## src/rtl/mips_bus_pkg.sv

```systemverilog
// Shared types and widths for the MIPS Avalon-MM bus arbiter.
package mips_bus_pkg;

  localparam int ADDR_W = 32;
  localparam int DATA_W = 32;
  localparam int BE_W   = 4;

  typedef enum logic [1:0] {
    ARB_IDLE = 2'd0,
    ARB_OWN0 = 2'd1,
    ARB_OWN1 = 2'd2
  } arb_state_t;

endpackage

```

## src/rtl/mips_bus_mux.sv

```systemverilog
// Combinational 2:1 request-bundle selector; drives an all-zero bundle when nothing is routed.
module mips_bus_mux
  import mips_bus_pkg::*;
(
  input  logic              sel,
  input  logic              valid,
  input  logic [ADDR_W-1:0] m0_address,
  input  logic              m0_read,
  input  logic              m0_write,
  input  logic [DATA_W-1:0] m0_writedata,
  input  logic [BE_W-1:0]   m0_byteenable,
  input  logic [ADDR_W-1:0] m1_address,
  input  logic              m1_read,
  input  logic              m1_write,
  input  logic [DATA_W-1:0] m1_writedata,
  input  logic [BE_W-1:0]   m1_byteenable,
  output logic [ADDR_W-1:0] s_address,
  output logic              s_read,
  output logic              s_write,
  output logic [DATA_W-1:0] s_writedata,
  output logic [BE_W-1:0]   s_byteenable
);

  always_comb begin
    s_address    = '0;
    s_read       = 1'b0;
    s_write      = 1'b0;
    s_writedata  = '0;
    s_byteenable = '0;
    if (valid) begin
      // A simultaneous read+write from one master is treated as a write.
      if (sel) begin
        s_address    = m1_address;
        s_read       = m1_read & ~m1_write;
        s_write      = m1_write;
        s_writedata  = m1_writedata;
        s_byteenable = m1_byteenable;
      end else begin
        s_address    = m0_address;
        s_read       = m0_read & ~m0_write;
        s_write      = m0_write;
        s_writedata  = m0_writedata;
        s_byteenable = m0_byteenable;
      end
    end
  end

endmodule

```

## src/rtl/mips_bus_arbiter.sv

```systemverilog
// Two-master round-robin Avalon-MM arbiter with zero-latency grant from idle.
// Optional burst locking (m0_lock/m1_lock, LOCK_MAX) is enabled by defining MIPS_ARB_LOCK_EN.
module mips_bus_arbiter
  import mips_bus_pkg::*;
#(
  parameter int LOCK_MAX = 16
) (
  input  logic              clk,
  input  logic              rst_n,
`ifdef MIPS_ARB_LOCK_EN
  input  logic              m0_lock,
  input  logic              m1_lock,
`endif
  input  logic [ADDR_W-1:0] m0_address,
  input  logic              m0_read,
  input  logic              m0_write,
  input  logic [DATA_W-1:0] m0_writedata,
  input  logic [BE_W-1:0]   m0_byteenable,
  output logic              m0_waitrequest,
  output logic [DATA_W-1:0] m0_readdata,
  input  logic [ADDR_W-1:0] m1_address,
  input  logic              m1_read,
  input  logic              m1_write,
  input  logic [DATA_W-1:0] m1_writedata,
  input  logic [BE_W-1:0]   m1_byteenable,
  output logic              m1_waitrequest,
  output logic [DATA_W-1:0] m1_readdata,
  output logic [ADDR_W-1:0] s_address,
  output logic              s_read,
  output logic              s_write,
  output logic [DATA_W-1:0] s_writedata,
  output logic [BE_W-1:0]   s_byteenable,
  input  logic              s_waitrequest,
  input  logic [DATA_W-1:0] s_readdata,
  output logic              owner,
  output logic              busy,
  output logic [1:0]        dbg_state,
  output logic              dbg_last
);

  arb_state_t state_q, state_d;
  logic       last_q, last_d;
  logic       req0, req1, own_live, routed, sel;

  assign req0     = m0_read | m0_write;
  assign req1     = m1_read | m1_write;
  assign own_live = (state_q == ARB_OWN0 && req0) || (state_q == ARB_OWN1 && req1);

  // Owner that dropped its request falls through to idle-style selection in the same cycle.
  always_comb begin
    routed = 1'b0;
    sel    = 1'b0;
    if (rst_n) begin
      if (own_live) begin
        routed = 1'b1;
        sel    = (state_q == ARB_OWN1);
      end else if (req0 || req1) begin
        routed = 1'b1;
        sel    = (req0 && req1) ? ~last_q : req1;
      end
    end
  end

  mips_bus_mux u_mux (
    .sel          (sel),
    .valid        (routed),
    .m0_address   (m0_address),
    .m0_read      (m0_read),
    .m0_write     (m0_write),
    .m0_writedata (m0_writedata),
    .m0_byteenable(m0_byteenable),
    .m1_address   (m1_address),
    .m1_read      (m1_read),
    .m1_write     (m1_write),
    .m1_writedata (m1_writedata),
    .m1_byteenable(m1_byteenable),
    .s_address    (s_address),
    .s_read       (s_read),
    .s_write      (s_write),
    .s_writedata  (s_writedata),
    .s_byteenable (s_byteenable)
  );

`ifdef MIPS_ARB_LOCK_EN
  localparam int CNT_W = $clog2(LOCK_MAX + 1);
  logic [CNT_W-1:0] lock_cnt_q, lock_cnt_d, cnt_base;
  logic             lock_sel;
  assign cnt_base = own_live ? lock_cnt_q : '0;
  assign lock_sel = sel ? m1_lock : m0_lock;
`else
  logic lock_max_unused;
  assign lock_max_unused = (LOCK_MAX > 0);
`endif

  always_comb begin
    state_d = state_q;
    last_d  = last_q;
`ifdef MIPS_ARB_LOCK_EN
    lock_cnt_d = '0;
`endif
    if (!routed) begin
      state_d = ARB_IDLE;
    end else if (s_waitrequest) begin
      state_d = sel ? ARB_OWN1 : ARB_OWN0;
`ifdef MIPS_ARB_LOCK_EN
      lock_cnt_d = cnt_base;
`endif
    end else begin
      last_d  = sel;
      state_d = ARB_IDLE;
`ifdef MIPS_ARB_LOCK_EN
      if (lock_sel && (int'(cnt_base) + 1 < LOCK_MAX)) begin
        state_d    = sel ? ARB_OWN1 : ARB_OWN0;
        lock_cnt_d = cnt_base + CNT_W'(1);
      end
`endif
    end
  end

  always_ff @(posedge clk or negedge rst_n) begin
    if (!rst_n) begin
      state_q <= ARB_IDLE;
      last_q  <= 1'b1;
`ifdef MIPS_ARB_LOCK_EN
      lock_cnt_q <= '0;
`endif
    end else begin
      state_q <= state_d;
      last_q  <= last_d;
`ifdef MIPS_ARB_LOCK_EN
      lock_cnt_q <= lock_cnt_d;
`endif
    end
  end

  assign busy           = routed;
  assign owner          = routed & sel;
  assign m0_waitrequest = ~(routed & ~sel) | s_waitrequest;
  assign m1_waitrequest = ~(routed & sel) | s_waitrequest;
  assign m0_readdata    = s_readdata;
  assign m1_readdata    = s_readdata;
  assign dbg_state      = state_q;
  assign dbg_last       = last_q;

endmodule

```

## config.mk

```make
export PLATFORM = sky130hd
export DESIGN_NAME = mips_bus_arbiter
export DESIGN_NICKNAME = d
export VERILOG_FILES = /design/src/rtl/mips_bus_pkg.sv /design/src/rtl/mips_bus_mux.sv /design/src/rtl/mips_bus_arbiter.sv
export SDC_FILE = /design/constraint.sdc
export NUM_CORES = 1
export LEC_CHECK = 0
export CAP_MARGIN = 20
export CORE_AREA = 2 2 121 123
export DETAILED_ROUTE_END_ITERATION = 10
export DIE_AREA = 0 0 123 125
export SLEW_MARGIN = 10
export SYNTH_ARGS = -nofsm -noshare
export SYNTH_HDL_FRONTEND = slang
export SYNTH_SLANG_ARGS = --single-unit
```

## constraint.sdc

```tcl
create_clock -name clk -period 2.1 [get_ports clk]
set_clock_uncertainty 0.05 [all_clocks]
set_input_delay 0.315 -clock clk [delete_from_list [all_inputs] [get_ports clk]]
set_output_delay 0.315 -clock clk [all_outputs]
set_load 0.05 [all_outputs]
```

# After elaboration in Yosys (flattened, before gate mapping)

Cells that the tools add are included.
W data, S select, Z words.

Register bits after elaboration: 3
Latch bits: 0
Bits in writable memories: 0
Memory bits (read-only): 0
Bits of input ports: 175
Output and inout bits: 141
Logic and storage cells: 45
Memories kept: 0

$add $sub $neg: 0
Multiply operators: 0
Div/mod/pow operators: 0
Magnitude comparators: 0
Equal/unequal tests: 2
Shift operators: 0
Multiplexer cells: 20
Bitwise operators: 15
Reduce and logical (&&, ||, !) cells: 6

Operator list:

| operator             | count |
|---|---|
| $mux W32             | 4 |
| $mux W1              | 11 |
| $mux W4              | 2 |
| $not A1 Y1           | 7 |
| $mux W2              | 3 |
| $and A1 B1 Y1        | 4 |
| $or A1 B1 Y1         | 4 |
| $logic_and A1 B1 Y1  | 3 |
| $eq A2 B1 Y1 const B | 1 |
| $eq A2 B2 Y1 const B | 1 |
| $logic_or A1 B1 Y1   | 2 |
| $reduce_and A2 Y1    | 1 |

# Depth between registers and ports, before layout

Depth in word-level cells: 10
Depth in mapped cells: 5
Mapped depth without buffers: 3

# Cells and area by module

Synthesis repeated with hierarchy kept, for this count alone.

Cells, all modules: 238
Area total of the unflattened synthesis: 1971.9 um2

By module, submodules not included:

| module           | times used | cells an instance | area each (um2) | sequential area each (um2) |
|---|---|---|---|---|
| mips_bus_mux     | 1          | 156               | 1288.7          | 0.0 |
| mips_bus_arbiter | 1          | 82                | 683.2           | 76.3 |

# Worst setup path after synthesis

OpenSTA, ideal clock, no wires.

Kind: reg-to-output
Start: register state_q[1] (netlist: dbg_state[1])
End: output port s_read
Data arrival time: 2.628 ns
Data required time: 1.735 ns
Path slack: -0.893 ns
Cell stages (with the launch flop): 4
Cell sequence: dfrtp_1 > nor2b_1 > or4_1 > a221oi_1

Word-level cells in the longest chain between the ends: 7
Elaborated cells on any way between the ends: 11
Classes of those cells: 2 x eq/ne; 6 x mux; 3 x reduce/logical

RTL lines:

| what                                                | RTL line                                       | source |
|---|---|---|
| from (decl)                                         | mips_bus_arbiter.sv:41                         | `arb_state_t state_q, state_d;` |
| from (signal assigned)                              | mips_bus_arbiter.sv:128                        | `state_q <= state_d;` |
| $eq A2 B1 Y1 / $eq A2 B2 Y1 (equally long branches) | mips_bus_arbiter.sv:47, mips_bus_arbiter.sv:56 |  |
| $logic_and A1 B1 Y1                                 | mips_bus_arbiter.sv:47                         | `assign own_live = (state_q == ARB_OWN0 && req0) \|\| (state_q == ARB_OWN1 && req1);` |
| $logic_or A1 B1 Y1                                  | mips_bus_arbiter.sv:47                         |  |
| $mux W1                                             | mips_bus_arbiter.sv:54                         | `if (own_live) begin` |
| $mux W1                                             | mips_bus_arbiter.sv:53                         | `if (rst_n) begin` |
| $mux W1                                             | mips_bus_mux.sv:32                             | `if (sel) begin` |
| $mux W1 (*)                                         | mips_bus_mux.sv:30                             | `if (valid) begin` |
| to (decl)                                           | mips_bus_arbiter.sv:29                         | `output logic s_read,` |

Every way passes the cells marked *; elsewhere a longest branch is shown, timed or not.

# Worst setup path after layout

Start: register last_q (netlist: dbg_last)
End: output port s_writedata[14]

Word-level cells in the longest chain between the ends: 7

RTL lines:

| what                   | RTL line                | source |
|---|---|---|
| from (decl)            | mips_bus_arbiter.sv:42  | `logic last_q, last_d;` |
| from (signal assigned) | mips_bus_arbiter.sv:129 | `last_q <= last_d;` |
| $not A1 Y1             | mips_bus_arbiter.sv:59  | `sel = (req0 && req1) ? ~last_q : req1;` |
| $mux W1                | mips_bus_arbiter.sv:59  |  |
| $mux W1                | mips_bus_arbiter.sv:57  | `end else if (req0 \|\| req1) begin` |
| $mux W1                | mips_bus_arbiter.sv:54  |  |
| $mux W1                | mips_bus_arbiter.sv:53  |  |
| $mux W32               | mips_bus_mux.sv:32      |  |
| $mux W32               | mips_bus_mux.sv:30      |  |
| to (decl)              | mips_bus_arbiter.sv:31  | `output logic [DATA_W-1:0] s_writedata,` |

No other way between the ends.

==> results.md <==
* Sequential share of the synthesized area at 3.68%
* CTS tree: done
* Reg power frac at 2.6%
* Max frequency at 0.391 GHz
* First-pass GRT wire length at 15,900 um
* Post-synthesis cell area at 2070 um^2
* Peak supply drop at 0.237 mV
* Failing checks: negative setup slack
* Seq cells post-synth at 3
* Num CTS Buffers at 3
* Pint at 1730 uW
* Switching Fraction at 42.4%
* Clk Latency, worst-skew pair at 0.22 ns
* Placer Congestion at 0.819
* Syn_area_per_cell at 6.68 um^2
* I/O pins at 316
* Switching pwr at 1270 uW
* Unrepaired setup endpoints after global routing: yes
* Placed insts at 663
* LEAKAGE at 0.00260 uW
* Ant diodes at 0
* Fin crit share at 122%
* Post-Synthesis Cells at 310
* Final setup margin at -0.457 ns
* Leading area contributor after synthesis: mux2i_1
* DRT Pass-1 Iters at 4
* # nets final at 669
* Row count at 44
* Worst Path Required at 1.74 ns
* CTS max path bufs at 2
* Unique cell type count in the Yosys netlist at 24
* Initial Util at 14.6%
* Yosys warning total at 0
* Core area at 14,200 um^2
* Hold Crit Class: input pin to asynchronous set/reset pin
* Syn Nets at 485
* CP arrival at 2.19 ns
* Worst slew pin tran at 0.568 ns
* Setup Viol. Count Final at 73
* Critical path launch point type: register
* Gr ovfl total at 0
* Post-route ant nets at 0
* Max-cap violations at 0
* Routed WL per cell at 15.9 um
* Via density at 3.92
* DRT iter0 DRCs at 32
* Final min period at 2.56 ns
* DRC at 0
* Vias in the first global route at 2,901
* Share of post-route cells with drive strength above 1 at 40.4%
* Most frequent cells in the layout: 143 x clkdlybuf4s50_1, 83 x buf_12, 71 x inv_1
* Worst-path fanout max at 7
* Commonest non-fill, non-tap cell in the layout: clkdlybuf4s50_1
* WS Path Type: register to primary output
* Htree depth at 1
* Die Y at 125 um
* Area growth, synth to finish at 195%
* Clock slew at reported path FFs at 0.03 ns
* Slew Viols, Final at 0
* Synth area leaders: mux2i_1 33%, buf_4 24%, inv_1 13%, nand2_1 13%, buf_12 4.8%
* R2R setup slack at 0.10 ns
* Non-filler instance count after layout at 677
* Initial antenna violation count at 0
* Total wire length at 10,800 um
* Clock network power share at 10.1%
* Gate power share at 87.3%
* DIE WIDTH at 123 um
* IO buf count at 219
* Dpl hpwl at 9520 um
* Clock sink total at 3
* Via count at 2,652
* Root buffer cell: clkbuf_16
* Synth top area share at 33.3%
* GR Util All Layers at 13.3%
* Pre-CTS setup slack at -0.629 ns
* Post-CTS Hold Buffers at 0
* Power per cell area at 492 nW/um^2
* Largest net degree at the start of global routing at 42
* Die area at 15,400 um^2
* # fillers at 1,330
* Status: complete, but fails checks
* Setup crit end kind: primary output
* Final hold vios at 0
* Slew Limit Headroom at 61.7%
==> critical path: stages, from the launching register on <==
cell,delay [ns]
dfstp_4,0.62
nor2b_4,0.05
o41ai_4,0.34
buf_4,0.19
buf_12,0.14
buf_12,0.16
mux2i_4,0.28
buf_12,0.16
==> synthesized netlist by cell type <==
| cell | number |
|---|---|
| a221oi_1 | 1 |
| and3_1 | 1 |
| buf_12 | 5 |
| buf_2 | 1 |
| buf_4 | 65 |
| buf_6 | 1 |
| buf_8 | 1 |
| clkbuf_1 | 7 |
| dfrtp_1 | 2 |
| dfstp_2 | 1 |
| inv_1 | 71 |
| inv_2 | 1 |
| mux2i_1 | 69 |
| nand2_1 | 70 |
| nand2b_1 | 1 |
| nand3_1 | 2 |
| nor2_1 | 3 |
| nor2b_1 | 2 |
| o21a_1 | 1 |
| o2bb2ai_1 | 1 |
| o41a_1 | 1 |
| o41ai_1 | 1 |
| o41ai_4 | 1 |
| or4_1 | 1 |
==> repair_timing <==
item / in CTS / in global routing
resized for setup: 21 / 3
setup endpoints to repair: 74 / 74
gates cloned: 3 / 0
setup buffers: 6 / 1
pin swaps: 3 / 2
==> registers in the layout (all words and copies together) (netlist names) <==
register   flops
dbg_state      2
dbg_last       1
==> per-stage QoR <==
stage	util [%]	instance area [um^2]	hold slack [ns]	power [uW]	setup TNS, ns
floorplan	-	2950	-0.0306	1760	-17.09
global placement	40.9	5800	0.581	2570	-34.01
detailed placement	40.9	5800	0.581	2600	-37.60
CTS	42.9	6090	0.428	3030	-30.55
finish	43.0	6110	0.427	3000	-29.47
global route	43.0	6110	0.458	3110	-34.75
==> worst paths after layout <==
path                               startpoint         endpoint  cells past startpoint
worst max-delay path                 dbg_last  s_writedata[14]                      7
worst min-delay path                    rst_n     dbg_state[0]                      2
worst max register to register       dbg_last     dbg_state[0]                      8
worst min register to register       dbg_last         dbg_last                      2
max in group asynchronous               rst_n         dbg_last                      2
min in group clk                s_readdata[5]   m0_readdata[5]                      0
==> power groups by stage <==
stage / registers (uW) / clock network, uW / logic, uW
after floorplan: 102 / 0 / 1660
after global placement: 77.6 / 0 / 2500
after detailed placement: 78.5 / 0 / 2520
after CTS: 78.4 / 311 / 2640
after global routing: 78.9 / 314 / 2720
final: 78.1 / 304 / 2620
==> logic make-up after synthesis <==
kind of cell	share of synthesized area, %
buffers and inverters	44.2
and+or+nand+nor	15.3
muxes	33.3
AOI/OAI and AO/OA	3.50
DFF	3.68
==> metal layers <==
layer	GRT usage (%)	share of wire (%)	vias up
met4	4.14	2.7	0
met5	0	0	-
met2	27.4	56	186
met3	3.51	11	22
met1	12.1	30	1199
li1	-	-	1245
==> final cells by class <==
class | instances | area [um^2] | share of cell area, %
Clock buffer | 4 | 78.8 | 1.29
Inverter | 72 | 270 | 4.43
Multi-Input combinational cell | 155 | 1990 | 32.6
Sequential cell | 3 | 82.6 | 1.35
Tap cell | 184 | 230 | 3.77
Timing Repair Buffer | 259 | 3450 | 56.6
Note: power is estimated with default switching activity, not from simulation.
